File: src/rtl/mac_pkg.sv
// Shared types and constants for the dot-product multiply-accumulate stage.
package mac_pkg;

  typedef enum logic [1:0] {
    ST_ACC   = 2'd0,
    ST_FLUSH = 2'd1,
    ST_DONE  = 2'd2
  } state_e;

  localparam int PROD_W = 16;

  function automatic int clog2(input int n);
    int r;
    r = 0;
    for (int i = 0; i < 31; i++) begin
      if ((1 << i) < n) r = i + 1;
    end
    return r;
  endfunction

endpackage

File: src/rtl/mult8x8_struct.sv
// Combinational unsigned 8x8 multiplier built from shifted partial products.
module mult8x8_struct
  import mac_pkg::*;
(
  input  logic [7:0]        a,
  input  logic [7:0]        b,
  output logic [PROD_W-1:0] p
);

  logic [PROD_W-1:0] pp [8];

  always_comb begin
    for (int i = 0; i < 8; i++) begin
      pp[i] = b[i] ? (PROD_W'(a) << i) : '0;
    end
  end

  always_comb begin
    p = '0;
    for (int i = 0; i < 8; i++) begin
      p = p + pp[i];
    end
  end

endmodule

File: src/rtl/dot_product_mac.sv
// Accumulates LEN unsigned 8x8 products into one result, with a one-stage
// product register ahead of the accumulator and valid/ready on both sides.
module dot_product_mac
  import mac_pkg::*;
#(
  parameter int LEN   = 4,
  parameter int ACC_W = 20
) (
  input  logic             clk,
  input  logic             rst_n,
  input  logic             in_valid,
  output logic             in_ready,
  input  logic [7:0]       a,
  input  logic [7:0]       b,
  output logic             out_valid,
  input  logic             out_ready,
  output logic [ACC_W-1:0] out_data
);

  if (LEN < 1 || LEN > 255) begin : g_bad_len
    $error("dot_product_mac: LEN must be in 1..255");
  end
  if (ACC_W < PROD_W + clog2(LEN)) begin : g_bad_acc_w
    $error("dot_product_mac: ACC_W too narrow for LEN products");
  end

  localparam logic [7:0] LAST_CNT = 8'(LEN - 1);

  state_e            state_q, state_d;
  logic [7:0]        cnt_q, cnt_d;
  logic [PROD_W-1:0] prod_q, prod_d;
  logic              prod_v_q, prod_v_d;
  logic [ACC_W-1:0]  acc_q, acc_d;
  logic              first_q, first_d;
  logic [PROD_W-1:0] mult_p;
  logic              accept;

  mult8x8_struct u_mult (
    .a (a),
    .b (b),
    .p (mult_p)
  );

  // Handshake outputs depend only on registered state and reset.
  assign in_ready  = rst_n && (state_q == ST_ACC);
  assign out_valid = (state_q == ST_DONE);
  assign out_data  = acc_q;
  assign accept    = in_valid && in_ready;

  always_comb begin
    state_d  = state_q;
    cnt_d    = cnt_q;
    prod_d   = prod_q;
    prod_v_d = accept;
    acc_d    = acc_q;
    first_d  = first_q;

    if (accept) begin
      prod_d = mult_p;
      cnt_d  = (cnt_q == LAST_CNT) ? 8'd0 : cnt_q + 8'd1;
    end

    // first_q makes the first product of a set overwrite the previous sum.
    if (prod_v_q) begin
      acc_d   = (first_q ? '0 : acc_q) + ACC_W'(prod_q);
      first_d = 1'b0;
    end

    case (state_q)
      ST_ACC:   if (accept && cnt_q == LAST_CNT) state_d = ST_FLUSH;
      ST_FLUSH: state_d = ST_DONE;
      ST_DONE: begin
        if (out_ready) begin
          state_d = ST_ACC;
          first_d = 1'b1;
        end
      end
      default:  state_d = ST_ACC;
    endcase
  end

  always_ff @(posedge clk) begin
    if (!rst_n) begin
      state_q  <= ST_ACC;
      cnt_q    <= '0;
      prod_q   <= '0;
      prod_v_q <= 1'b0;
      acc_q    <= '0;
      first_q  <= 1'b1;
    end else begin
      state_q  <= state_d;
      cnt_q    <= cnt_d;
      prod_q   <= prod_d;
      prod_v_q <= prod_v_d;
      acc_q    <= acc_d;
      first_q  <= first_d;
    end
  end

endmodule

File: config.mk
export PLATFORM = sky130hd
export DESIGN_NAME = dot_product_mac
export DESIGN_NICKNAME = d
export VERILOG_FILES = /design/src/rtl/mac_pkg.sv /design/src/rtl/mult8x8_struct.sv /design/src/rtl/dot_product_mac.sv
export SDC_FILE = /design/constraint.sdc
export NUM_CORES = 1
export LEC_CHECK = 0
export CAP_MARGIN = 40
export CORE_MARGIN = 5
export CORE_UTILIZATION = 44
export CTS_CLUSTER_SIZE = 10
export DETAILED_ROUTE_END_ITERATION = 16
export GPL_TIMING_DRIVEN = 0
export HOLD_SLACK_MARGIN = 0.03
export PLACE_DENSITY = 0.77
export SLEW_MARGIN = 5
export SYNTH_ARGS = -nofsm -noshare
export SYNTH_HDL_FRONTEND = slang
export SYNTH_HIERARCHICAL = 1
export SYNTH_SLANG_ARGS = --single-unit
File: constraint.sdc
create_clock -name clk -period 5.4 [get_ports clk]
set_input_delay 0.54 -clock clk [delete_from_list [all_inputs] [get_ports clk]]
set_output_delay 0.54 -clock clk [all_outputs]
set_load 0.05 [all_outputs]
== Word level (Yosys, flattened, before mapping) ==
Cells that the tools add are included.

* Input port bits: 20
* Word-level logic and storage cells: 41
* Bits in registers: 48
* Output and inout port bits: 22

* Mux-type cells: 16
* Reductions and logical operators: 5
* Add/sub/neg operators: 9
* Equal/unequal tests: 5

{| class="wikitable"
|+ Operators by type and width
! cell !! number
|-
| 16-bit adder || 3
|-
| 20-bit by 16-bit adder with 20-bit output || 1
|-
| 20-bit two-way mux || 1
|-
| 16-bit by 12-bit adder with 16-bit output || 1
|-
| 16-bit by 13-bit adder with 16-bit output || 1
|-
| 16-bit by 14-bit adder with 16-bit output || 1
|-
| 16-bit by 15-bit adder with 16-bit output || 1
|-
| 8-bit two-way mux || 2
|-
| 15-bit two-way mux || 1
|-
| 14-bit two-way mux || 1
|-
| 13-bit two-way mux || 1
|-
| 12-bit two-way mux || 1
|-
| 11-bit two-way mux || 1
|-
| 10-bit two-way mux || 1
|-
| 9-bit two-way mux || 1
|-
| 8-bit by 1-bit adder with 8-bit output, second input constant || 1
|-
| 8-bit by 2-bit equality test with 1-bit output, second input constant || 1
|-
| 2-bit case mux with 3 select lines || 1
|-
| 2-bit two-way mux || 2
|-
| 2-bit by 1-bit inequality test with 1-bit output, second input constant || 2
|-
| 1-bit logical AND || 3
|-
| 1-bit two-way mux || 3
|-
| 2-bit by 1-bit equality test with 1-bit output, second input constant || 1
|-
| 2-bit equality test, second input constant || 1
|-
| 2 further kinds || 2
|}

== Longest topological paths before layout ==
* Depth after elaboration: 8
* Gate-level depth with buffers: 22

== Cells and area by module ==
Netlist, hierarchy kept.

{| class="wikitable"
|+ By module, submodules not included
! module !! area an instance (µm²) !! instances !! cells an instance
|-
| dot_product_mac || 2673.8 || 1 || 321
|-
| mult8x8_struct || 1958.1 || 1 || 225
|}

== Worst setup path after synthesis ==
OpenSTA, ideal clock, no wires.

* Path type: input -> register
* Start: input b[0]
* End: register prod_q[15]
* Data arrival time: 5.016 ns
* Library setup time: 0.070 ns
* Path buffers: 0
* Cell stages on the path: 20
* Path slack: 0.314 ns
* Cells stage by stage: and2_1 > ha_1 > a211oi_1 > nor2_1 > o21ai_1 > nor2b_1 > xor2_1 > fa_1 > fa_1 > fa_1 > fa_1 > inv_1 > ha_1 > a21oi_2 > o2111ai_2 > a41o_1 > a21oi_2 > xnor2_1 > nand2_1 > a21oi_1

* Longest elaborated chain between the ends: 8

{| class="wikitable"
|+ Ends and longest elaborated chain
! item !! line !! source
|-
| from (decl) || dot_product_mac.sv:14 || <nowiki>input logic [7:0] b,</nowiki>
|-
| 8-bit two-way mux || mult8x8_struct.sv:14 || <nowiki>pp[i] = b[i] ? (PROD_W'(a) << i) : '0;</nowiki>
|-
| 16-bit adder (3 in a row) || mult8x8_struct.sv:21 || <nowiki>p = p + pp[i];</nowiki>
|-
| 16-bit by 12-bit adder with 16-bit output || mult8x8_struct.sv:21 ||
|-
| 16-bit by 13-bit adder with 16-bit output || mult8x8_struct.sv:21 ||
|-
| 16-bit by 14-bit adder with 16-bit output || mult8x8_struct.sv:21 ||
|-
| 16-bit by 15-bit adder with 16-bit output || mult8x8_struct.sv:21 ||
|-
| net mult_p[15] || dot_product_mac.sv:35 || <nowiki>logic [PROD_W-1:0] mult_p;</nowiki>
|-
| to (signal assigned) || dot_product_mac.sv:93 || <nowiki>prod_q <= prod_d;</nowiki>
|-
| to (decl) || dot_product_mac.sv:31 || <nowiki>logic [PROD_W-1:0] prod_q, prod_d;</nowiki>
|}

The timed path passes the listed nets, and every way through them passes these cells.
A chain may end at the register's enable or synchronous reset.

== Final worst setup path ==
Ends and elaborated chain as after synthesis.

==> summary.md <==
| Metric | Value |
|---|---|
| Maxcap violations | `0` |
| Share of layout cells above drive strength 1 | `8.89%` |
| Fmax achieved | `just under 0.2 GHz` |
| Clock transition at path regs | `0.09 ns` |
| Synthesized area | `4630 µm²` |
| Skew final | `between 0.006 and 0.007 ns` |
| Critical path required time | `roughly 5.6 ns` |
| HP Class | `reg -> reg` |
| Pre-antenna DRT Iters | `5` |
| Die ar. | `12,700 µm²` |
| Total congestion overflow | `0` |
| Post-Route WL | `just over 10,000 µm` |
| Tot GR Track Use | `16.1%` |
| Die height | `113 µm` |
| Setup crit end kind | `flop` |
| Mean post-synth cell area | `8.48 µm²` |
| Fin. Hold Viols | `0` |
| Met2 WL post-DR | `4990 µm` |
| Top layer in use | `met4` |
| Hold Startpoint | `prod_q[3]$_SDFFE_PN0P_` |
| DRC errors left | `0` |
| Final setup violation count | `0` |
| Vias in the first global route | `3,931` |
| CP Launch Point | `b[0]` |
| Vias per cell | `between 5 and 6` |
| Largest net degree at the start of global routing | `16` |
| Status | `completed` |
| FF+latch count, synth | `48` |
| Setup CP Type | `in -> reg` |
| Synth area leaders | `dfxtp_1 21%, fa_1 15%, ha_1 14%` |
| Clock tree buffer depth | `2` |
| Distinct cells, synth | `54` |
| Fin Hold WS | `0.467 ns` |
| Period utilisation layout | `95.0%` |
| Vias | `around 3.8k` |
| Core area | `slightly above 10,000 µm²` |
| Cell count after synthesis | `546` |
| Effective utilization at floorplan | `a little under half` |
| Diode count | `0` |
| CTS root buf | `clkbuf_8` |
| H-tree depth | `2` |
| Async set-reset flop share out of synthesis | `0%` |
| Leakage | `2.37 nW` |
| Nets@finish | `701` |
| TritonCTS Buffers | `5` |
| Post-layout util | `between 50% and 60%` |
| Clock latency at the later pin of the worst-skew pair | `roughly 0.3 ns` |
| CTS Sinks | `between 40 and 50` |
| Die W | `113 µm` |
| Top cell type's share of synthesized area | `20.7%` |
| WL met1 | `4640 µm` |
| Synth-to-Final Area Change | `16.4%` |
| Yosys warning total | `6` |
| CTS tree | `built` |
| Fin. max-slew vios | `0` |
| Sequential share of the synthesized area | `20.7%` |
| Slew headroom | `between 60% and 70%` |
| Tmin final | `5.13 ns` |
| Hpwl dp | `between 8000 and 9000 µm` |
| Antenna violations before repair | `0` |
| Cell Pwr Density | `256 nW/µm²` |
| I/O Pins | `42` |
| Unrepaired setup endpoints after global routing | `no` |
| Yosys top cell by area | `dfxtp_1` |
| Worst Tran Pin Value | `0.572 ns` |
| Max VDD drop | `0.128 mV` |
| Routed Antenna Nets | `0` |
| Number of synthesized flops with an enable pin | `0` |
| PortBufs | `41` |
| First-pass GRT wire length | `~17,000 µm` |
| Num rows | `37` |
| Setup TNS | `0 ns` |
| Final Wtd Congestion | `0.861` |
| Met3 wire len | `431 µm` |
| Avg WL per Cell | `13.9 µm` |
| Main synth FF type | `dfxtp_1` |
| Critical Path AT | `5.37 ns` |
| First DRT Iteration DRCs | `192` |
| Synthesized Nets | `652` |
| CP Launch Type | `primary input` |
| Reg-to-Reg Start | `first_q$_SDFF_PN1_` |
| Crit-path max FO | `8` |
==> metal layers <==
metal | vias up | global-route usage (%)
met5 | - | 0
met2 | 85 | 28.4
li1 | 1931 | -
met3 | 10 | 2.10
met1 | 1819 | 20.6
met4 | 0 | 4.09
==> worst max-delay path: stages <==
cell	delay, ns
clkdlybuf4s15_2	0.24
and2_4	0.20
ha_4	0.24
a211oi_2	0.23
nor2_2	0.08
o21ai_2	0.15
nor2b_4	0.19
xor2_2	0.16
fa_1	0.46
fa_2	0.53
inv_1	0.05
fa_1	0.41
inv_1	0.09
fa_1	0.41
inv_1	0.07
ha_1	0.23
a21oi_2	0.18
o2111ai_2	0.18
a41o_1	0.23
a21oi_2	0.17
xnor2_2	0.14
nand2_1	0.07
a21oi_1	0.11
==> cells in the mapped netlist (7+ instances only) <==
cell,number
fa_1,35
clkbuf_1,7
ha_1,51
a211oi_1,7
nand2_1,91
a21o_1,12
mux2i_1,8
nor2b_1,20
nand3_1,14
xor2_1,11
dfxtp_1,48
nor2_1,33
a21oi_1,33
inv_1,42
o21ai_0,12
and2_1,32
xnor2_1,21
==> cell usage in the layout, fill, tap and decap left out, types with 19 or more instances in the layout <==
cell	n
ha_1	47
xnor2_1	20
a21oi_1	32
fa_1	33
clkdlybuf4s50_1	33
and2_1	30
inv_1	42
nand2_1	91
nor2_1	32
nor2b_1	19
dfxtp_1	48
==> registers in the layout, indices dropped and copies added, names as in the netlist <==
register,flops
cnt_q,8
first_q,1
out_data,20
prod_q,16
prod_v_q,1
state_q,2
==> cells by family after synthesis <==
group | after synthesis | synth area share, %
muxes | 8 | 1.73
DFF | 48 | 20.7
AOI/OAI and AO/OA | 100 | 15.1
adders and majority gates | 86 | 28.9
buffers and inverters | 56 | 4.81
and+or+nand+nor | 216 | 22.6
xor gates and xnor gates | 32 | 6.05
==> where the power goes <==
group          switching (W)  internal (W)  total (W)
Combinational       0.000410      0.000332   0.000742
Clock               0.000125      0.000104   0.000228
Sequential         0.0000216      0.000385   0.000407
==> layout make-up <==
class / instances / area (µm²)
Multi-Input combinational cell: 442 / 3530
Clock inverter: 2 / 15.0
Inverter: 43 / 161
Buffer: 13 / 61.3
Sequential cell: 48 / 961
Fill cell: 959 / 4890
Tap cell: 136 / 170
Clock buffer: 6 / 82.6
Timing Repair Buffer: 42 / 413
==> through the flow <==
| stage | std cells | total power, W | instance area, µm² | worst slack (ns) |
|---|---|---|---|---|
| final | 732 | 0.00138 | 5390 | 0.269 |
| after global placement | 723 | 0.00110 | 5210 | -0.643 |
| after floorplan | 546 | 0.000975 | 4630 | 0.314 |
| after detailed placement | 723 | 0.00113 | 5210 | -0.861 |
| after global routing | 732 | 0.00150 | 5390 | 0.0187 |
| after CTS | 732 | 0.00138 | 5370 | 0.00791 |
==> repair_timing <==
item                                   CTS  global route
gates resized for setup                 33            10
endpoints found under the hold margin    0             0
setup buffers                            1             0
pin swaps                                8             6
hold buffers                             0             0
setup endpoints to repair                6             4
==> final timing paths <==
check        slack [ns]  depth (start not counted)                         to
max                0.27                         23    prod_q[15]$_SDFFE_PN0P_
min                0.47                          2     prod_q[3]$_SDFFE_PN0P_
max reg2reg        2.42                         10  out_data[18]$_SDFFE_PN0P_
min reg2reg        0.47                          2     prod_q[3]$_SDFFE_PN0P_
Note: power is estimated with default switching activity, not from simulation.
